===== src/rtl/line_buffer_read_port.sv =====
// Read-side responder for one cache refill line: fills word-by-word from the refill
// channel and answers {id, offset} word reads through a registered response slot.
module line_buffer_read_port #(
    parameter int DATA_W = 64,
    parameter int WORDS  = 4,
    parameter int ID_W   = 2,
    parameter int OFF_W  = $clog2(WORDS)
) (
    input  logic              clock,
    input  logic              reset_n,
    input  logic              io_refill_start,
    input  logic              io_refill_valid,
    output logic              io_refill_ready,
    input  logic [DATA_W-1:0] io_refill_data,
    input  logic              io_invalidate,
    input  logic              io_req_valid,
    output logic              io_req_ready,
    input  logic [ID_W-1:0]   io_req_id,
    input  logic [OFF_W-1:0]  io_req_offset,
    output logic              io_resp_valid,
    input  logic              io_resp_ready,
    output logic [ID_W-1:0]   io_resp_id,
    output logic [DATA_W-1:0] io_resp_data,
    output logic [1:0]        io_state,
    output logic [WORDS-1:0]  io_word_valid
);

    // state | meaning
    // EMPTY   | no line held, nothing readable
    // FILLING | refill in progress, arrived words readable
    // FULL    | every word arrived
    localparam logic [1:0] ST_EMPTY   = 2'd0;
    localparam logic [1:0] ST_FILLING = 2'd1;
    localparam logic [1:0] ST_FULL    = 2'd2;

    logic [1:0]        r_state;
    logic [OFF_W-1:0]  r_cnt;
    logic [WORDS-1:0]  r_word_valid;
    logic [DATA_W-1:0] r_mem [WORDS];
    logic              r_resp_valid;
    logic [ID_W-1:0]   r_resp_id;
    logic [DATA_W-1:0] r_resp_data;

    logic w_refill_ready;
    logic w_beat;
    logic w_req_ready;
    logic w_req_acc;

    assign w_refill_ready = (r_state == ST_FILLING) & ~io_invalidate & ~io_refill_start;
    assign w_beat         = io_refill_valid & w_refill_ready;
    // No write-to-read bypass: only words flagged before this edge are servable.
    assign w_req_ready    = (r_state != ST_EMPTY) & r_word_valid[io_req_offset]
                          & (~r_resp_valid | io_resp_ready)
                          & ~io_invalidate & ~io_refill_start;
    assign w_req_acc      = io_req_valid & w_req_ready;

    always_ff @(posedge clock or negedge reset_n) begin
        if (!reset_n) begin
            r_state      <= ST_EMPTY;
            r_cnt        <= '0;
            r_word_valid <= '0;
        end else if (io_invalidate) begin
            r_state      <= ST_EMPTY;
            r_cnt        <= '0;
            r_word_valid <= '0;
        end else if (io_refill_start) begin
            r_state      <= ST_FILLING;
            r_cnt        <= '0;
            r_word_valid <= '0;
        end else if (w_beat) begin
            r_word_valid[r_cnt] <= 1'b1;
            r_cnt               <= r_cnt + OFF_W'(1);
            if (r_cnt == OFF_W'(WORDS - 1)) begin
                r_state <= ST_FULL;
            end
        end
    end

    always_ff @(posedge clock) begin
        if (w_beat) begin
            r_mem[r_cnt] <= io_refill_data;
        end
    end

    // The response slot is independent of the line state so invalidate/restart never corrupt it.
    always_ff @(posedge clock or negedge reset_n) begin
        if (!reset_n) begin
            r_resp_valid <= 1'b0;
            r_resp_id    <= '0;
            r_resp_data  <= '0;
        end else if (w_req_acc) begin
            r_resp_valid <= 1'b1;
            r_resp_id    <= io_req_id;
            r_resp_data  <= r_mem[io_req_offset];
        end else if (io_resp_ready) begin
            r_resp_valid <= 1'b0;
        end
    end

    assign io_refill_ready = w_refill_ready;
    assign io_req_ready    = w_req_ready;
    assign io_resp_valid   = r_resp_valid;
    assign io_resp_id      = r_resp_id;
    assign io_resp_data    = r_resp_data;
    assign io_state        = r_state;
    assign io_word_valid   = r_word_valid;

endmodule


===== config.mk =====
export PLATFORM = sky130hd
export DESIGN_NAME = line_buffer_read_port
export DESIGN_NICKNAME = d
export VERILOG_FILES = /design/src/rtl/line_buffer_read_port.sv
export SDC_FILE = /design/constraint.sdc
export NUM_CORES = 1
export LEC_CHECK = 0
export BUFFER_PORTS_ARGS = -buffer_cell sky130_fd_sc_hd__buf_2
export CELL_PAD_IN_SITES_DETAIL_PLACEMENT = 2
export CELL_PAD_IN_SITES_GLOBAL_PLACEMENT = 2
export CORE_MARGIN = 10
export CORE_UTILIZATION = 48
export DETAILED_ROUTE_END_ITERATION = 6
export PLACE_DENSITY_LB_ADDON = 0.1
export SYNTH_ARGS = -nofsm -noshare
export SYNTH_HDL_FRONTEND = slang
export SYNTH_SLANG_ARGS = --single-unit

===== constraint.sdc =====
create_clock -name clock -period 9.2 [get_ports clock]
set_input_delay 0.92 -clock clock [delete_from_list [all_inputs] [get_ports clock]]
set_output_delay 0.92 -clock clock [all_outputs]
set_load 0.05 [all_outputs]

After elaboration in Yosys (flattened, before gate mapping)
Memory sizes are Yosys's and may differ from the RTL's. A register that Yosys moved wholly into a read port is not among the register bits.
Index checks and enable logic that the tools add are counted.
{"block": "op_classes", "n_reduce_logical": 7, "addsub": 1, "order_cmp": 3, "bitwise": 13, "eq_ne": 2, "muxes": 18}
{"op": "two-way mux 2 bit", "count": 7}
{"op": "two-way mux 4 bit", "count": 3}
{"op": "bitwise AND 1 bit", "count": 8}
{"op": "< comparator 2 x 3 -> 1 bit (second input constant)", "count": 2}
{"op": "two-way mux 1 bit", "count": 6}
{"op": "nonzero test 3 bit", "count": 2}
{"op": "bitwise OR 4 bit", "count": 1}
{"op": "nonzero test 2 bit", "count": 2}
{"op": "NOT 1 bit", "count": 3}
{"op": "adder 2 x 1 -> 2 bit (second input constant)", "count": 1}
{"op": "binary-select mux 1 bit (select 2 bit)", "count": 1}
{"op": "demux 1 bit (select 2 bit)", "count": 1}
{"op": "equality test 2 x 1 -> 1 bit (second input constant)", "count": 1}
{"op": "equality test 2 bit (second input constant)", "count": 1}
{"op": "greater-or-equal comparator 2 x 1 -> 1 bit (second input constant)", "count": 1}
{"op": "AND reduction 2 bit", "count": 1}
{"op": "logical AND 1 bit", "count": 1}
{"op": "zero test 1 bit", "count": 1}
{"op": "bitwise OR 1 bit", "count": 1}
{"block": "word_totals", "ramBits": 256, "n_memories": 1, "elab_cells": 50, "in_bits": 75, "register_bits": 11, "output_inout_bits": 75}
{"name": "r_mem", "depth": 4, "width": 64, "read_ports": 1, "rd_clocked_by_memory_dff": 1, "wr": 1, "line": "39", "source": "logic [DATA_W-1:0] r_mem [WORDS];"}

Depth between registers and ports, before layout
{"block": "logic_depth", "depth_word": 8, "depth_mapped": 5}

Worst setup path after synthesis
OpenSTA, ideal clock, no wires.
{"block": "synth_path", "path_type": "in2reg", "startpoint": "input port io_invalidate", "endpoint": "memory r_mem[3][0], enable pin", "path_buffers": 0, "setup_slack_ns": 4.882, "stages": 2, "t_arrival_ns": 3.887, "setup_ns": 0.431, "path_cell_list": "nor4b_2 > and3_1"}
{"block": "synth_via", "elab_chain_len": 6}
{"element": "from (decl)", "line": "15", "source": "input logic io_invalidate,"}
{"element": "NOT 1 bit", "line": "49", "source": "assign w_refill_ready = (r_state == ST_FILLING) & ~io_invalidate & ~io_refill_start;"}
{"element": "bitwise AND 1 bit (2 in series)", "line": "49"}
{"element": "bitwise AND 1 bit", "line": "50", "source": "assign w_beat = io_refill_valid & w_refill_ready;"}
{"element": "two-way mux 1 bit", "line": "80", "source": "if (w_beat) begin"}
{"element": "two-way mux 1 bit (implied by the code)", "line": "81", "source": "r_mem[r_cnt] <= io_refill_data;"}
{"element": "to (decl)", "line": "39"}
Every way passes these cells.

Final worst setup path
{"block": "layout_path", "startpoint": "input port io_req_offset[1]", "endpoint": "output port io_req_ready"}
{"block": "layout_via", "elab_chain_len": 6}
{"element": "from (decl)", "line": "19", "source": "input logic [OFF_W-1:0] io_req_offset,"}
{"element": "binary-select mux 1 bit (select 2 bit)", "line": "52", "source": "assign w_req_ready = (r_state != ST_EMPTY) & r_word_valid[io_req_offset]"}
{"element": "two-way mux 1 bit (implied by the code)", "line": "52"}
{"element": "bitwise AND 1 bit", "line": "52"}
{"element": "bitwise AND 1 bit", "line": "53", "source": "& (~r_resp_valid | io_resp_ready)"}
{"element": "bitwise AND 1 bit (2 in series)", "line": "54", "source": "& ~io_invalidate & ~io_refill_start;"}
{"element": "to (decl)", "line": "17", "source": "output logic io_req_ready,"}
Every way passes these cells. The select of a mux whose other input is x is not followed.

==> impl_metrics.env <==
export IMPL_run_status="finished clean"
export IMPL_drive_gt1_share_pct=44.4
export IMPL_finalSetupViolations=0
export IMPL_maxCapViolations=0
export IMPL_vias_per_cell=5.47
export IMPL_synth_top_area_share_pct=63.4
export IMPL_synth_commonest_cells="edfxtp_1 (256), dfrtp_1 (75), mux4_2 (65), mux2_2 (41), mux2_1 (25)"
export IMPL_ant_nets=0
export IMPL_rsz0062_at_grt="false"
export IMPL_drv_slew=0
export IMPL_syn_area_um2=12100
export IMPL_leakagePower_nw=5.57
export IMPL_grt_pass1_vias=6873
export IMPL_drc_errors=0
export IMPL_worstPathArrival_ns=2.57
export IMPL_final_period_utilization_pct=37.9
export IMPL_async_reset_ff_share_pct=22.7
export IMPL_io_pins=150
export IMPL_yosysSeqAreaShare_pct=78.9
export IMPL_rows=58
export IMPL_setup_slack_ns=5.71
export IMPL_cts_buffer_depth=3
export IMPL_h_tree_depth=2
export IMPL_hp_class="input port to asynchronous set/reset pin"
export IMPL_root_buffer="clkbuf_16"
export IMPL_antenna_found_initial=4
export IMPL_yosysWarnings=0
export IMPL_finalCriticalPeriod_ns=3.49
export IMPL_startpoint_type="input port"
export IMPL_p_per_area_nw_per_um2=215
export IMPL_path_clk_slew_ns=0.06
export IMPL_die_area_um2=32000
export IMPL_postSynthCellCount=515
export IMPL_clock_fmax_mhz=287
export IMPL_syn_nets=594
export IMPL_wl_per_cell_um=26.4
export IMPL_grt_max_degree=68
export IMPL_synthFlopType="edfxtp_1"
export IMPL_dp_slack_ns=5.43
export IMPL_fin_area_um2=14300
export IMPL_gp_congestion=0.691
export IMPL_grt_use_total_pct=17.5
export IMPL_syn_avg_cell_area_um2=23.5
export IMPL_cts_resized=0
export IMPL_initial_core_util_pct=48.4
export IMPL_hold_violations=0
export IMPL_yosysUniqueCellTypes=25
export IMPL_cts_buffers=36
export IMPL_clock_skew_ns=0.0205
export IMPL_synth_edff_count=256
export IMPL_cp_end_kind="output port"
export IMPL_synth_most_common_cell="edfxtp_1"
export IMPL_vdd_drop_max_v=0.000130
export IMPL_area_growth_pct=18.4
export IMPL_die_h_um=179
export IMPL_first_iter_violations=301
export IMPL_via_count=5706
export IMPL_critical_path_class="input port to output port"
export IMPL_grt_pass1_wl_um=42200
export IMPL_synth_seq_cells=331
export IMPL_overflow=0
export IMPL_core_area_um2=25000
export IMPL_finalSetupTns_ns=0
export IMPL_io_buffers=149
export IMPL_worstPathMaxFanout=65
export IMPL_yosys_top_cells_area="edfxtp_1 (63%), dfrtp_1 (15%), mux4_2 (12%)"
export IMPL_crit_required_ns=8.28
export IMPL_cts_sinks=331
export IMPL_postCtsSetupRepairBufs=0
export IMPL_ctsHoldBuffers=0
export IMPL_fin_nets=763
export IMPL_dr_pass1_iters=4
export IMPL_place_hpwl_um=16300
export IMPL_clk_latency_ns=0.51
export IMPL_cts_tree="yes"
export IMPL_tightest_slew_ns=1.12
export IMPL_die_x_um=179
export IMPL_slew_headroom_pct=25.2
export IMPL_synth_largest_area_cell="edfxtp_1"
export IMPL_placed_cell_area_um2=13200
export IMPL_wl_um=27500
## sequential cells by signal (all words and copies together) (netlist names)
signal         flops
r_mem            256
io_resp_data      64
io_word_valid      4
io_resp_id         2
io_state           2
r_cnt              2
io_resp_valid      1
## through the flow
stage,hold slack [ns],cells,util (%),power (mW)
final,0.302,1043,57.3,3.09
after global routing,0.305,1041,57.3,3.19
after CTS,0.295,1040,57.3,3.13
after detailed placement,0.483,976,52.8,1.76
after global placement,0.470,976,52.8,1.75
after floorplan,0.543,515,-,1.71
## cell families after synthesis
logic type,synth area share [%]
fa+ha+maj,0.413
mux,18.2
compound gates,0.682
simple gates,0.764
flops,78.9
buf+inv,1.00
## final cells by class
type / count / area, µm²
clock buffers: 50 / 1020
well taps: 330 / 413
repair buffers: 152 / 776
inverters: 3 / 11.3
clock inverters: 14 / 88.8
flip-flops and latches: 331 / 9560
fillers: 2070 / 10700
multi-input cells: 160 / 2460
diodes: 3 / 7.51
## cells in the final DEF (no fill, tap or decap)
cell type	n
edfxtp_1	256
buf_2	146
dfrtp_1	75
mux4_2	65
mux2_2	41
clkbuf_16	37
mux2_1	25
clkbuf_1	8
clkinv_1	7
buf_4	6
o21a_1	5
clkinv_2	5
clkbuf_8	5
and3_4	4
ha_1	4
diode_2	3
inv_1	3
nand2_1	3
nand3_1	2
o21ai_0	2
nor4b_2	1
nor2_2	1
nand2b_1	1
o2111a_1	1
nand4_4	1
a31oi_1	1
o21ba_2	1
and2_1	1
a21o_1	1
bufinv_16	1
clkinvlp_4	1
## metal layers
metal | track usage [%] | up-vias | part of all wire (%)
met1 | 20.7 | 3074 | 39
met5 | 0 | - | 0.047
met2 | 31.0 | 134 | 53
met4 | 4.62 | 2 | 1.8
met3 | 4.74 | 38 | 6.0
li1 | - | 2458 | -
## where the power goes
part           switching, mW  internal [mW]  total, mW
combinational         0.0608         0.0423      0.103
sequential           0.00310           1.62       1.62
clock                  0.558          0.803       1.36
## critical path: stages
cell and delay, ns:
buf_4 0.75, mux4_2 0.43, o2111a_1 0.18, buf_2 0.26
## final timing paths
check / start / endpoint / slack, ns / depth (start not counted)
setup / recovery: io_req_offset[1] / io_req_ready / 5.71 / 4
hold reg to reg: io_resp_data[55] / io_resp_data[55] / 0.49 / 1
hold / removal: reset_n / io_resp_data[55] / 0.30 / 1
min in group clock: io_resp_data[55] / io_resp_data[55] / 0.49 / 1
max in group asynchronous: reset_n / io_resp_data[25] / 7.73 / 2
setup reg to reg: io_state[1] / r_mem[3][24] / 6.57 / 2
(Power assumes the default switching activity.)
